--- config.mk ---
export PLATFORM = sky130hd
export DESIGN_NAME = wb_write_queue
export DESIGN_NICKNAME = d
export VERILOG_FILES = /design/src/rtl/wb_write_queue.sv
export SDC_FILE = /design/constraint.sdc
export NUM_CORES = 1
export LEC_CHECK = 0
export ABC_CLOCK_PERIOD_IN_PS = 2260
export CAP_MARGIN = 20
export CORE_UTILIZATION = 30
export CTS_CLUSTER_SIZE = 25
export DETAILED_ROUTE_END_ITERATION = 8
export PLACE_DENSITY = 0.63
export SETUP_SLACK_MARGIN = 0.3
export SLEW_MARGIN = 40
export SYNTH_ARGS = -nofsm -noshare
export SYNTH_HDL_FRONTEND = slang
export SYNTH_SLANG_ARGS = --single-unit
export TNS_END_PERCENT = 20
--- constraint.sdc ---
create_clock -name clk -period 2.26 [get_ports clk]
set_input_delay 0.339 -clock clk [delete_from_list [all_inputs] [get_ports clk]]
set_output_delay 0.339 -clock clk [all_outputs]
set_load 0.01 [all_outputs]
--- src/rtl/wb_write_queue.sv ---
`default_nettype none
// ============================================================================
// Module      : wb_write_queue
// Description : Writeback queue in front of the register file's single write
//               port. Results arrive over a valid/ready handshake, are held in
//               a circular buffer in arrival order, and are drained one entry
//               per cycle onto rg_wrt_*. The register file always accepts a
//               write, so the drain side never stalls.
//
// Optional feature macro:
//   WB_FWD_EN   adds a combinational lookup port (lk_addr/lk_hit/lk_data)
//               returning the youngest pending value for a register.
//
// Parameters:
//   DEPTH   queue entries (power of two, >= 2)
//   ADDR_W  register address width
//   DATA_W  register data width
//
// Ports:
//   clk          clock, all state changes on the rising edge
//   reset        synchronous reset, active low
//   in_valid     producer has a result
//   in_ready     queue can accept this cycle (= !full)
//   in_addr      destination register of the result
//   in_data      result value
//   rg_wrt_en    write strobe to the register file (= !empty)
//   rg_wrt_addr  head entry address, 0 when empty
//   rg_wrt_data  head entry data, 0 when empty
//   count        occupied entries
//   empty        count == 0
//   full         count == DEPTH
//   lk_addr      lookup address                 (WB_FWD_EN only)
//   lk_hit       a pending write to lk_addr      (WB_FWD_EN only)
//   lk_data      youngest pending value, else 0  (WB_FWD_EN only)
//
// Revision    : 1.0  initial release
// ============================================================================
module wb_write_queue #(
  parameter int DEPTH  = 4,
  parameter int ADDR_W = 5,
  parameter int DATA_W = 32
) (
  input  logic                     clk,
  input  logic                     reset,
  input  logic                     in_valid,
  output logic                     in_ready,
  input  logic [ADDR_W-1:0]        in_addr,
  input  logic [DATA_W-1:0]        in_data,
  output logic                     rg_wrt_en,
  output logic [ADDR_W-1:0]        rg_wrt_addr,
  output logic [DATA_W-1:0]        rg_wrt_data,
  output logic [$clog2(DEPTH):0]   count,
  output logic                     empty,
  output logic                     full
`ifdef WB_FWD_EN
  ,
  input  logic [ADDR_W-1:0]        lk_addr,
  output logic                     lk_hit,
  output logic [DATA_W-1:0]        lk_data
`endif
);

  localparam int               PTR_W   = $clog2(DEPTH);
  localparam int               CNT_W   = PTR_W + 1;
  localparam logic [CNT_W-1:0] C_DEPTH = CNT_W'(DEPTH);
  localparam logic [CNT_W-1:0] C_ONE   = CNT_W'(1);
  localparam logic [PTR_W-1:0] C_STEP  = PTR_W'(1);

  // Entry storage. Data is never reset: only entries between the read and
  // write pointers are ever observed.
  logic [ADDR_W-1:0] r_addr [DEPTH];
  logic [DATA_W-1:0] r_data [DEPTH];

  logic [PTR_W-1:0]  r_rd_ptr;
  logic [PTR_W-1:0]  r_wr_ptr;
  logic [CNT_W-1:0]  r_count;

  logic              w_push;
  logic              w_pop;

  // --------------------------------------------------------------------------
  // Status, all from registered occupancy only
  // --------------------------------------------------------------------------
  assign count    = r_count;
  assign empty    = (r_count == '0);
  assign full     = (r_count == C_DEPTH);
  assign in_ready = !full;

  // A handshake to x0 completes but is not stored: writes to x0 have no
  // architectural effect, so the entry would only waste a drain slot.
  assign w_push = in_valid && in_ready && (in_addr != '0);

  // The register file takes the head on every edge it is presented.
  assign w_pop  = !empty;

  // --------------------------------------------------------------------------
  // Drain port, zeroed when idle so the register file sees clean values
  // --------------------------------------------------------------------------
  assign rg_wrt_en   = !empty;
  assign rg_wrt_addr = empty ? '0 : r_addr[r_rd_ptr];
  assign rg_wrt_data = empty ? '0 : r_data[r_rd_ptr];

  // --------------------------------------------------------------------------
  // Pointers and occupancy. DEPTH is a power of two, so the pointers wrap
  // naturally on overflow.
  // --------------------------------------------------------------------------
  always_ff @(posedge clk) begin
    if (!reset) begin
      r_rd_ptr <= '0;
      r_wr_ptr <= '0;
      r_count  <= '0;
    end else begin
      if (w_push) begin
        r_wr_ptr <= r_wr_ptr + C_STEP;
      end
      if (w_pop) begin
        r_rd_ptr <= r_rd_ptr + C_STEP;
      end
      case ({w_push, w_pop})
        2'b10:   r_count <= r_count + C_ONE;
        2'b01:   r_count <= r_count - C_ONE;
        default: r_count <= r_count;
      endcase
    end
  end

  // Entry write; suppressed on a reset edge so a dropped push leaves no trace.
  always_ff @(posedge clk) begin
    if (reset && w_push) begin
      r_addr[r_wr_ptr] <= in_addr;
      r_data[r_wr_ptr] <= in_data;
    end
  end

`ifdef WB_FWD_EN
  // --------------------------------------------------------------------------
  // Lookup: walk occupied entries from oldest (read pointer) to youngest so
  // that the last match found is the most recent value for lk_addr. Only
  // queued state is searched; the current in_* beat is deliberately ignored.
  // --------------------------------------------------------------------------
  always_comb begin
    lk_hit  = 1'b0;
    lk_data = '0;
    for (int k = 0; k < DEPTH; k++) begin
      if ((CNT_W'(k) < r_count) && (lk_addr != '0) &&
          (r_addr[r_rd_ptr + PTR_W'(k)] == lk_addr)) begin
        lk_hit  = 1'b1;
        lk_data = r_data[r_rd_ptr + PTR_W'(k)];
      end
    end
  end
`endif

endmodule
`default_nettype wire

==> metrics <==
total grt overflow 0; num rows 51; vias 3105; cts bufs inserted 17; pin count of the biggest net entering global routing 27; synth top area cells edfxtp_1, mux4_2, nor2b_1, dfxtp_1, ha_1; Crit Reg-Reg Endpoint count[2]; Worst-Margin Slew 0.431 ns; Die X 145 um; core area 19700 um2; DR pass1 iterations 4; Comb power frac 36.2%; post-synthesis register bit count 157; Most common cell on crit path buf_12; switching power 2.69 mW; CP delay by family, top multiplexers; Die Area 20900 um2; Period minus WS final 2.25 ns; Worst Hold Class in2reg; total track usage 13.2%; post-layout instance count excluding filler cells 689; Worst Setup Slack, final 0.0110 ns; vias in the first global route about 3.3k; crit path launch type register; max incr delay on CP 0.50 ns; Mapped Cells approximately 290; Slowest-stage cell, CP mux4_2; crit path max fanout 6; max-cap check violation count 0; register share of total power between 30% and 40%; clock power share 29.0%; worst r2r src count[1]; port bufs 83; CTS HTree Levels 4; Crit path arrival time roughly 1.9 ns; VDD IR max 0.662 mV; RD Place Congestion 0.662; WL/cell 18.5 um; crit path kind reg2out; Final ANT Viol Nets 0; initial antenna violation count 0; synth unique cells 26; IO Pins between 80 and 90; Post-Syn Area 6090 um2; f_max 445 MHz; Mapped Avg Cell Area 21.2 um2; Hold-fix buffers, CTS 0; area of placed instances 7530 um2; final hold violations 0; Final Max Tran Viols 0; Int Pwr 7.28 mW; Design Area, Final roughly 8300 um2; Yosys top cell by area edfxtp_1; Lkg Pwr 2.88 nW; Final nets 458; Final period util between 90% and 100%; WP buf/inv 3; multi-input logic area roughly 1500 um2; share of Yosys cell area claimed by the top area cell type 72.9%; CTS tree built; setup TNS 0 ns; RSZ-0062 raised after global routing true; Reg clk slew, reported paths about 0.060 ns; # clock sinks approximately 160; first-pass GRT wire length 19400 um; DR vias/cell ~4.5; Syn-to-layout area delta 36.9%; Syn. warnings 0; Worst Hold End r_addr[2][1]; ant diodes 0; Worst Clk Skew 0.00624 ns; placed cells 646; Synth async-reset ratio 0%; Die H roughly 140 um; Final HPWL DP 7430 um; FILL cells 1714; initial core utilization 30.9%; Post-Place Setup Slack -0.607 ns; pwr/cell area approximately 1200 nW/um2; DRC 0; Final setup viols 0; Root Driver clkbuf_16; FF+latch area between 4000 and 5000 um2; clk_lat worst skew about 0.42 ns; Req. time, crit path between 1.5 and 2 ns; top_reg_cell synth edfxtp_1; layout cell share with drive strength beyond 1 around 40%; R2R depth 9; R2R setup slack 0.10 ns; hold path startpoint in_addr[1]; Worst Hold Path Cells 1; crit path capture type output pin; DRT iter0 DRCs 213; Post-synth EDFFs approximately 150; Switching Share between 20% and 30%; worst-path cell chain buf_12, buf_12, mux4_2, and2b_2, buf_6; Max-Slew Margin vs Limit 71.0%; sequential share of the synthesized area between 70% and 80%; Core Util, Final 42.3%; status completed; syn nets 333; Post-Route WL 12700 um; Max Root-Sink Buffers 2
==> power groups by stage <==
| stage | logic [mW] | clock network, mW | registers (mW) |
|---|---|---|---|
| floorplan | 1.68 | 0 | 3.51 |
| global placement | 3.08 | 0 | 3.53 |
| detailed placement | 3.10 | 0 | 3.54 |
| CTS | 3.52 | 2.94 | 3.47 |
| global route | 3.88 | 3.04 | 3.49 |
| finish | 3.61 | 2.89 | 3.47 |
==> cell usage in the layout, fill, tap and decap left out, types with 2 or more instances in the layout <==
master,count
buf_6,13
and2_1,3
nor2b_1,21
dfxtp_2,3
clkbuf_16,17
clkdlybuf4s15_1,2
mux2i_1,2
mux4_2,37
clkinv_2,3
buf_16,4
nand2_1,5
dfxtp_1,5
and3_2,4
buf_2,27
nor2b_4,10
inv_4,2
inv_1,5
clkinv_1,2
xnor2_1,2
ha_1,4
and3_1,2
clkinvlp_4,3
edfxtp_1,148
and2b_1,4
buf_4,14
clkdlybuf4s50_1,39
buf_12,14
dlygate4sd2_1,2
bufinv_16,4
==> area by class of cell <==
cell class                 count  share of cell area [%]
inverter                       8                   0.420
clock inverter                13                    2.08
timing repair buffer         119                    15.2
clock buffer                  18                    5.14
sequential                   157                    55.5
multi-input combinational    109                    17.7
tap                          265                    3.97
==> cell families after synthesis <==
kind of cell    Yosys count  share of synthesized area, %
flops                   157                          75.9
fa+ha+maj                 6                          1.35
buf+inv                  21                          1.89
simple gates             56                          5.69
compound gates            5                         0.760
xor+xnor                  3                         0.431
mux                      39                          14.0
==> cells in the mapped netlist, types with 3 or more instances <==
cell type / instances
and3_1: 6
edfxtp_1: 148
and2b_1: 5
clkbuf_1: 4
mux4_2: 37
nor2b_1: 32
ha_1: 5
buf_2: 4
and2_1: 3
nand2_1: 5
buf_6: 4
inv_1: 8
dfxtp_1: 9
==> worst max path at each step <==
stage | end | slack, ns | startpoint | depth (start not counted)
floorplan | r_addr[0][0] | -0.03 | count[0] | 3
global placement | count[2] | -0.53 | in_addr[1] | 10
detailed placement | count[2] | -0.61 | in_addr[1] | 10
CTS | rg_wrt_data[9] | -0.02 | register | 6
global route | rg_wrt_data[11] | -0.07 | register | 6
finish | rg_wrt_data[0] | 0.01 | register | 5
==> layer usage <==
metal | up-vias | track usage (%) | part of all wire [%]
met4 | 0 | 4.04 | 0.89
met1 | 1611 | 18.1 | 46
met3 | 13 | 4.40 | 6.0
met2 | 83 | 19.9 | 47
met5 | - | 0 | 0
li1 | 1398 | - | -
==> stage by stage <==
| stage | hold WS, ns | power (mW) |
|---|---|---|
| 2_1_floorplan | 0.438 | 5.19 |
| 3_3_place_gp | 0.485 | 6.61 |
| 3_5_place_dp | 0.499 | 6.64 |
| 4_1_cts | 0.247 | 9.93 |
| 5_1_grt | 0.263 | 10.4 |
| 6_report | 0.267 | 9.97 |
==> sequential cells by signal, summed over array words and instances, names as in the netlist, named ones only <==
| name | flops |
|---|---|
| r_addr | 20 |
| r_rd_ptr | 2 |
| r_wr_ptr | 2 |
| count | 3 |
| r_data | 128 |
==> worst register-to-register path, stage by stage (launching register included) <==
cell	delay, ns
dfxtp_2	0.32
or3b_4	0.42
o311a_4	0.16
inv_4	0.06
ha_4	0.13
inv_2	0.03
fa_2	0.33
xor2_1	0.16
or3_1	0.32
a21boi_1	0.15
==> what timing repair did <==
| item | 4_1_cts | 5_1_grt |
|---|---|---|
| setup endpoints to repair | 191 | 41 |
| setup buffers | 7 | 0 |
| gates resized for setup | 190 | 21 |
| pin swaps | 3 | 4 |
| gates cloned | 5 | 0 |
Power figures use the tool's default switching activity.
